===== src/rtl/mult_arb_pkg.sv =====
// Shared types and defaults for the two-requester multiplier arbiter.
package mult_arb_pkg;

  typedef enum logic [2:0] {
    IDLE  = 3'd0,
    GRANT = 3'd1,
    WAIT  = 3'd2,
    DROP  = 3'd3,
    DONE  = 3'd4
  } state_e;

  localparam int unsigned TIMEOUT_DEFAULT = 70000;

endpackage


===== src/rtl/mult_arbiter.sv =====
// Round-robin arbiter granting two requesters access to one shared
// sign-magnitude multiplier, with a watchdog abort on a stuck multiplier.
module mult_arbiter
  import mult_arb_pkg::*;
#(
  parameter int unsigned TIMEOUT = TIMEOUT_DEFAULT
) (
  input  logic        clk,
  input  logic        RST,
  input  logic        req0,
  input  logic        req1,
  input  logic [15:0] a0,
  input  logic [15:0] b0,
  input  logic [15:0] a1,
  input  logic [15:0] b1,
  output logic        done0,
  output logic        done1,
  output logic [15:0] result,
  output logic        err,
  output logic        busy,
  output logic        mul_start,
  output logic [15:0] mul_in1,
  output logic [15:0] mul_in2,
  input  logic [15:0] mul_out,
  input  logic        mul_finish
);

  localparam int unsigned CNT_W = $clog2(TIMEOUT + 1);
  localparam logic [CNT_W-1:0] CNT_LAST = CNT_W'(TIMEOUT - 1);

  state_e            state_q, state_d;
  logic [CNT_W-1:0]  cnt_q, cnt_d;
  logic              last_q, last_d;
  logic              win_q, win_d;
  logic              abort_q, abort_d;
  logic [15:0]       in1_q, in1_d;
  logic [15:0]       in2_q, in2_d;
  logic [15:0]       result_q, result_d;
  logic              done0_q, done0_d;
  logic              done1_q, done1_d;
  logic              err_q, err_d;
  logic              busy_q, busy_d;
  logic              start_q, start_d;

  logic              sel_win;
  logic [15:0]       sel_a, sel_b;
  logic              a_on_in1;

  // Tie goes to whoever was not served last; otherwise the sole requester.
  assign sel_win  = (req0 && req1) ? ~last_q : ~req0;
  assign sel_a    = sel_win ? a1 : a0;
  assign sel_b    = sel_win ? b1 : b0;
  assign a_on_in1 = (sel_a[14:0] >= sel_b[14:0]);

  always_comb begin
    state_d  = state_q;
    cnt_d    = cnt_q;
    last_d   = last_q;
    win_d    = win_q;
    abort_d  = abort_q;
    in1_d    = in1_q;
    in2_d    = in2_q;
    result_d = result_q;

    unique case (state_q)
      IDLE: begin
        if (req0 || req1) begin
          state_d = GRANT;
          win_d   = sel_win;
          last_d  = sel_win;
          in1_d   = a_on_in1 ? sel_a : sel_b;
          in2_d   = a_on_in1 ? sel_b : sel_a;
        end
      end
      GRANT: begin
        state_d = WAIT;
        cnt_d   = '0;
      end
      WAIT: begin
        cnt_d = cnt_q + 1'b1;
        if (mul_finish) begin
          state_d  = DROP;
          result_d = mul_out;
          abort_d  = 1'b0;
        end else if (cnt_q == CNT_LAST) begin
          state_d  = DROP;
          result_d = '0;
          abort_d  = 1'b1;
        end
      end
      DROP: begin
        if (!mul_finish) state_d = DONE;
      end
      DONE: begin
        state_d = IDLE;
      end
      default: begin
        state_d = IDLE;
      end
    endcase

    // Outputs are registered from the next state so they line up with it.
    busy_d  = (state_d != IDLE);
    start_d = (state_d == GRANT) || (state_d == WAIT);
    done0_d = (state_d == DONE) && !win_q;
    done1_d = (state_d == DONE) &&  win_q;
    err_d   = (state_d == DONE) && abort_q;
  end

  always_ff @(posedge clk) begin
    if (RST) begin
      state_q  <= IDLE;
      cnt_q    <= '0;
      last_q   <= 1'b1;
      win_q    <= 1'b0;
      abort_q  <= 1'b0;
      in1_q    <= '0;
      in2_q    <= '0;
      result_q <= '0;
      done0_q  <= 1'b0;
      done1_q  <= 1'b0;
      err_q    <= 1'b0;
      busy_q   <= 1'b0;
      start_q  <= 1'b0;
    end else begin
      state_q  <= state_d;
      cnt_q    <= cnt_d;
      last_q   <= last_d;
      win_q    <= win_d;
      abort_q  <= abort_d;
      in1_q    <= in1_d;
      in2_q    <= in2_d;
      result_q <= result_d;
      done0_q  <= done0_d;
      done1_q  <= done1_d;
      err_q    <= err_d;
      busy_q   <= busy_d;
      start_q  <= start_d;
    end
  end

  assign done0     = done0_q;
  assign done1     = done1_q;
  assign result    = result_q;
  assign err       = err_q;
  assign busy      = busy_q;
  assign mul_start = start_q;
  assign mul_in1   = in1_q;
  assign mul_in2   = in2_q;

endmodule

===== config.mk =====
export PLATFORM = sky130hd
export DESIGN_NAME = mult_arbiter
export DESIGN_NICKNAME = d
export VERILOG_FILES = /design/src/rtl/mult_arb_pkg.sv /design/src/rtl/mult_arbiter.sv
export SDC_FILE = /design/constraint.sdc
export NUM_CORES = 1
export LEC_CHECK = 0
export CAP_MARGIN = 25
export CORE_MARGIN = 2
export CORE_UTILIZATION = 45
export DETAILED_ROUTE_END_ITERATION = 7
export PLACE_DENSITY = 0.76
export SETUP_SLACK_MARGIN = 0.3
export SLEW_MARGIN = 30
export SYNTH_ARGS = -nofsm -noshare
export SYNTH_HDL_FRONTEND = slang
export SYNTH_SLANG_ARGS = --single-unit
export TNS_END_PERCENT = 100

===== constraint.sdc =====
create_clock -name clk -period 7.1 [get_ports clk]
set_input_delay 1.42 -clock clk [delete_from_list [all_inputs] [get_ports clk]]
set_output_delay 1.42 -clock clk [all_outputs]
set_load 0.01 [all_outputs]

==> flow_summary.yaml <==
run_status:
  status: "finished clean"
synthesis:
  yosysTopAreaCellShare: 0.3841
  synth-main-ff-cell: "sky130_fd_sc_hd__dfxtp_1"
  synth_area_per_cell_um2: 8.983
  synthesized_area_um2: 3961
  yosys_warnings: 0
  netlist_instances: 441
  synth_seq_cells: 76
  seq_area_frac_synth: 0.3841
  ys_async_sr_fraction: 0
  synth_nets: 542
  synth.lib_cells_used.distinct: 48
  synth_top_area_cell: "sky130_fd_sc_hd__dfxtp_1"
  synth_top_cells_by_area: "sky130_fd_sc_hd__dfxtp_1, sky130_fd_sc_hd__mux2_2, sky130_fd_sc_hd__a221o_1"
  number_of_synthesized_flops_with_an_enable_pin: 0
detailed_routing:
  drt_drc_violations_left: 0
  drtPass1Iterations: 4
  route.detailed.wl_per_inst_um: 16.51
  detail_route.vias_per_cell: 5.746
  vias: 3913
  detail_route.iter0.violations: 163
  drt_wl_total_mm: 11.25
  antenna_left: 0
placement:
  detail_placement_hpwl_mm: 8.228
  gp_routability_congestion: 0.9048
  placedCellCount: 665
  io_buffers: 137
power_and_ir_drop:
  p_leak_nw: 2.191
  max-vdd-ir-drop_mv: 0.1172
  power.density_cell_area_nw_per_um2: 214.5
worst_setup_path:
  r2r_cells: 11
  crit_path_end_kind: "flip-flop"
  critPathKind: "in2reg"
  crit_fanout: 20
  cp-start-kind: "input pin"
  crit_arrival_ns: 5.58
  cp.required_ns: 7.34
  r2r_endpoint: "mul_in1[5]$_SDFFE_PP0P_"
  reg2reg_slack_ns: 3.03
  worst_r2r_startpoint: "last_q$_SDFFE_PP1P_"
timing:
  finalWorstPathRequiredPeriod_ns: 5.332
  final_hold_viol_count: 0
  slew_headroom: 0.4982
  report.final.setup_viol: 0
  worst_skew_ns: 0.008325
  max_freq_ghz: 0.1876
  post-route-period-util: 0.7510
  setup_tns_ns: 0
  report.final.slew_viol_count: 0
  worst_slew_pin_slew_ns: 0.7498
  rsz0062_at_grt: "false"
layout:
  layout_common_cells: "sky130_fd_sc_hd__clkdlybuf4s50_1, sky130_fd_sc_hd__dfxtp_1, sky130_fd_sc_hd__nand2_1, sky130_fd_sc_hd__a21oi_1, sky130_fd_sc_hd__nand3_1"
  final_common_cell: "sky130_fd_sc_hd__clkdlybuf4s50_1"
  fillers: 713
  nets_final: 669
  antenna-diode-count: 0
  final_layout_size_suffix_gt1_frac: 0.09948
  area_added_between_synthesis_and_finish_pct: 42.48
  layoutNonFillerInstCount: 681
floorplan:
  die_height_um: 97.83
  design.die.area_um2: 9570
  chipWidth_um: 97.83
  pin_count: 138
  initial_util: 0.4587
  placement_rows: 34
  floorplan.core_area_um2: 8636
clock_tree:
  cts_buffer_depth: 2
  cts_sinks: 76
  clkLatencyLatePin_ns: 0.36
  ctsResizeCount: 0
  tritoncts: "built"
  cts-buffers-inserted: 9
  buffers_inserted_during_post_cts_setup_optimization: 0
  path_clk_slew_ns: 0.08
  h-tree-depth: 3
  cts_hold_repair.buffers: 0
  clock-root-buffer: "sky130_fd_sc_hd__clkbuf_8"
global_routing:
  grt_pass1_vias: 3804
  grt_start_max_net_pins: 42
  grt_util_all_layers: 0.2319
  grt_antenna_before_repair: 0
  grt_pass1_wl_mm: 18.29
  globalRouteOverflowTotal: 0
min_path:
  min_delay_path_depth: 1
  worstHoldPathType: "reg2reg"
  min-delay-start: "win_q$_SDFFE_PP0P_"
  capture_endpoint_of_the_worst_hold_path: "done0$_SDFF_PP0_"
flow_run:
  number_of_max_capacitance_violations_reported: 0
## synth_stat cells (all sizes together), types with 5 or more instances
library cell / count
buf: 11
o211ai: 19
clkbuf: 17
o211a: 8
nand4: 10
ha: 16
mux2: 23
nand2: 44
o21ai: 12
nor2: 24
inv: 24
a21oi: 30
nand3: 27
and3: 5
mux2i: 16
a221o: 21
a211oi: 17
dfxtp: 76
## logic make-up after synthesis
family / after synthesis / share of synthesized area
AOI/OAI and AO/OA: 121 / 0.2252
adders and majority gates: 16 / 0.05054
buffers and inverters: 52 / 0.05591
DFF: 76 / 0.3841
muxes: 39 / 0.1058
and+or+nand+nor: 137 / 0.1785
## area by class of cell
class | count | area, um^2 | share of cell area
timing repair buffer | 144 | 1424 | 0.2523
inverter | 24 | 90.09 | 0.01596
clock inverter | 6 | 96.34 | 0.01707
multi-input combinational | 313 | 2240 | 0.3968
sequential | 76 | 1521 | 0.2696
clock buffer | 10 | 137.6 | 0.02438
tap | 108 | 135.1 | 0.02394
## worst max-delay path by stage
stage / start / to / slack [ns]
after detailed placement: req1 / mul_in2[6]$_SDFFE_PP0P_ / 1.44
final: req1 / mul_in1[5]$_SDFFE_PP0P_ / 1.77
after floorplan: req1 / mul_in1[10]$_SDFFE_PP0P_ / 2.91
after CTS: req1 / mul_in1[5]$_SDFFE_PP0P_ / 1.80
after global placement: req1 / mul_in1[5]$_SDFFE_PP0P_ / 1.60
after global routing: req1 / mul_in1[5]$_SDFFE_PP0P_ / 1.49
## registers in the layout, summed over array words and instances (netlist names)
name,count
cnt_q,17
mul_start,1
abort_q,1
last_q,1
mul_in1,16
busy,1
win_q,1
mul_in2,16
state_q,3
err,1
result,16
done1,1
done0,1
## power breakdown
group          total, mW  switching (mW)  internal (mW)
registers          0.495          0.0287          0.467
clock network      0.383           0.172          0.211
logic              0.332           0.160          0.172
## per-stage QoR
stage,instance area (um^2),hold slack (ns),utilization,power (mW),setup slack (ns)
after detailed placement,5410,0.4419,0.6265,0.8327,1.438
final,5644,0.4383,0.6536,1.211,1.768
after CTS,5644,0.4455,0.6536,1.214,1.799
after global routing,5644,0.4599,0.6536,1.261,1.488
after global placement,5408,0.4369,0.6262,0.8263,1.601
after floorplan,3961,0.4064,-,0.6682,2.909
## critical path: stages
cell,delay [ns]
sky130_fd_sc_hd__clkdlybuf4s50_1,0.49
sky130_fd_sc_hd__inv_1,0.07
sky130_fd_sc_hd__o21ai_4,0.59
sky130_fd_sc_hd__buf_4,0.36
sky130_fd_sc_hd__mux2i_1,0.38
sky130_fd_sc_hd__inv_1,0.09
sky130_fd_sc_hd__ha_1,0.30
sky130_fd_sc_hd__nand4_1,0.15
sky130_fd_sc_hd__a211oi_1,0.31
sky130_fd_sc_hd__o21a_1,0.62
sky130_fd_sc_hd__nor3_2,0.23
sky130_fd_sc_hd__buf_4,0.25
sky130_fd_sc_hd__a221o_1,0.31
## routing by layer
metal  wire length (um)  GRT usage  part of all wire  vias up
li1                   -          -                 -     1905
met1               4735     0.2810              0.42     1837
met2               5606     0.4073              0.50      158
met3                752    0.05297             0.067       13
met4                150    0.07372             0.013        0
met5                  0          0                 0        -
Power figures use the tool's default switching activity.
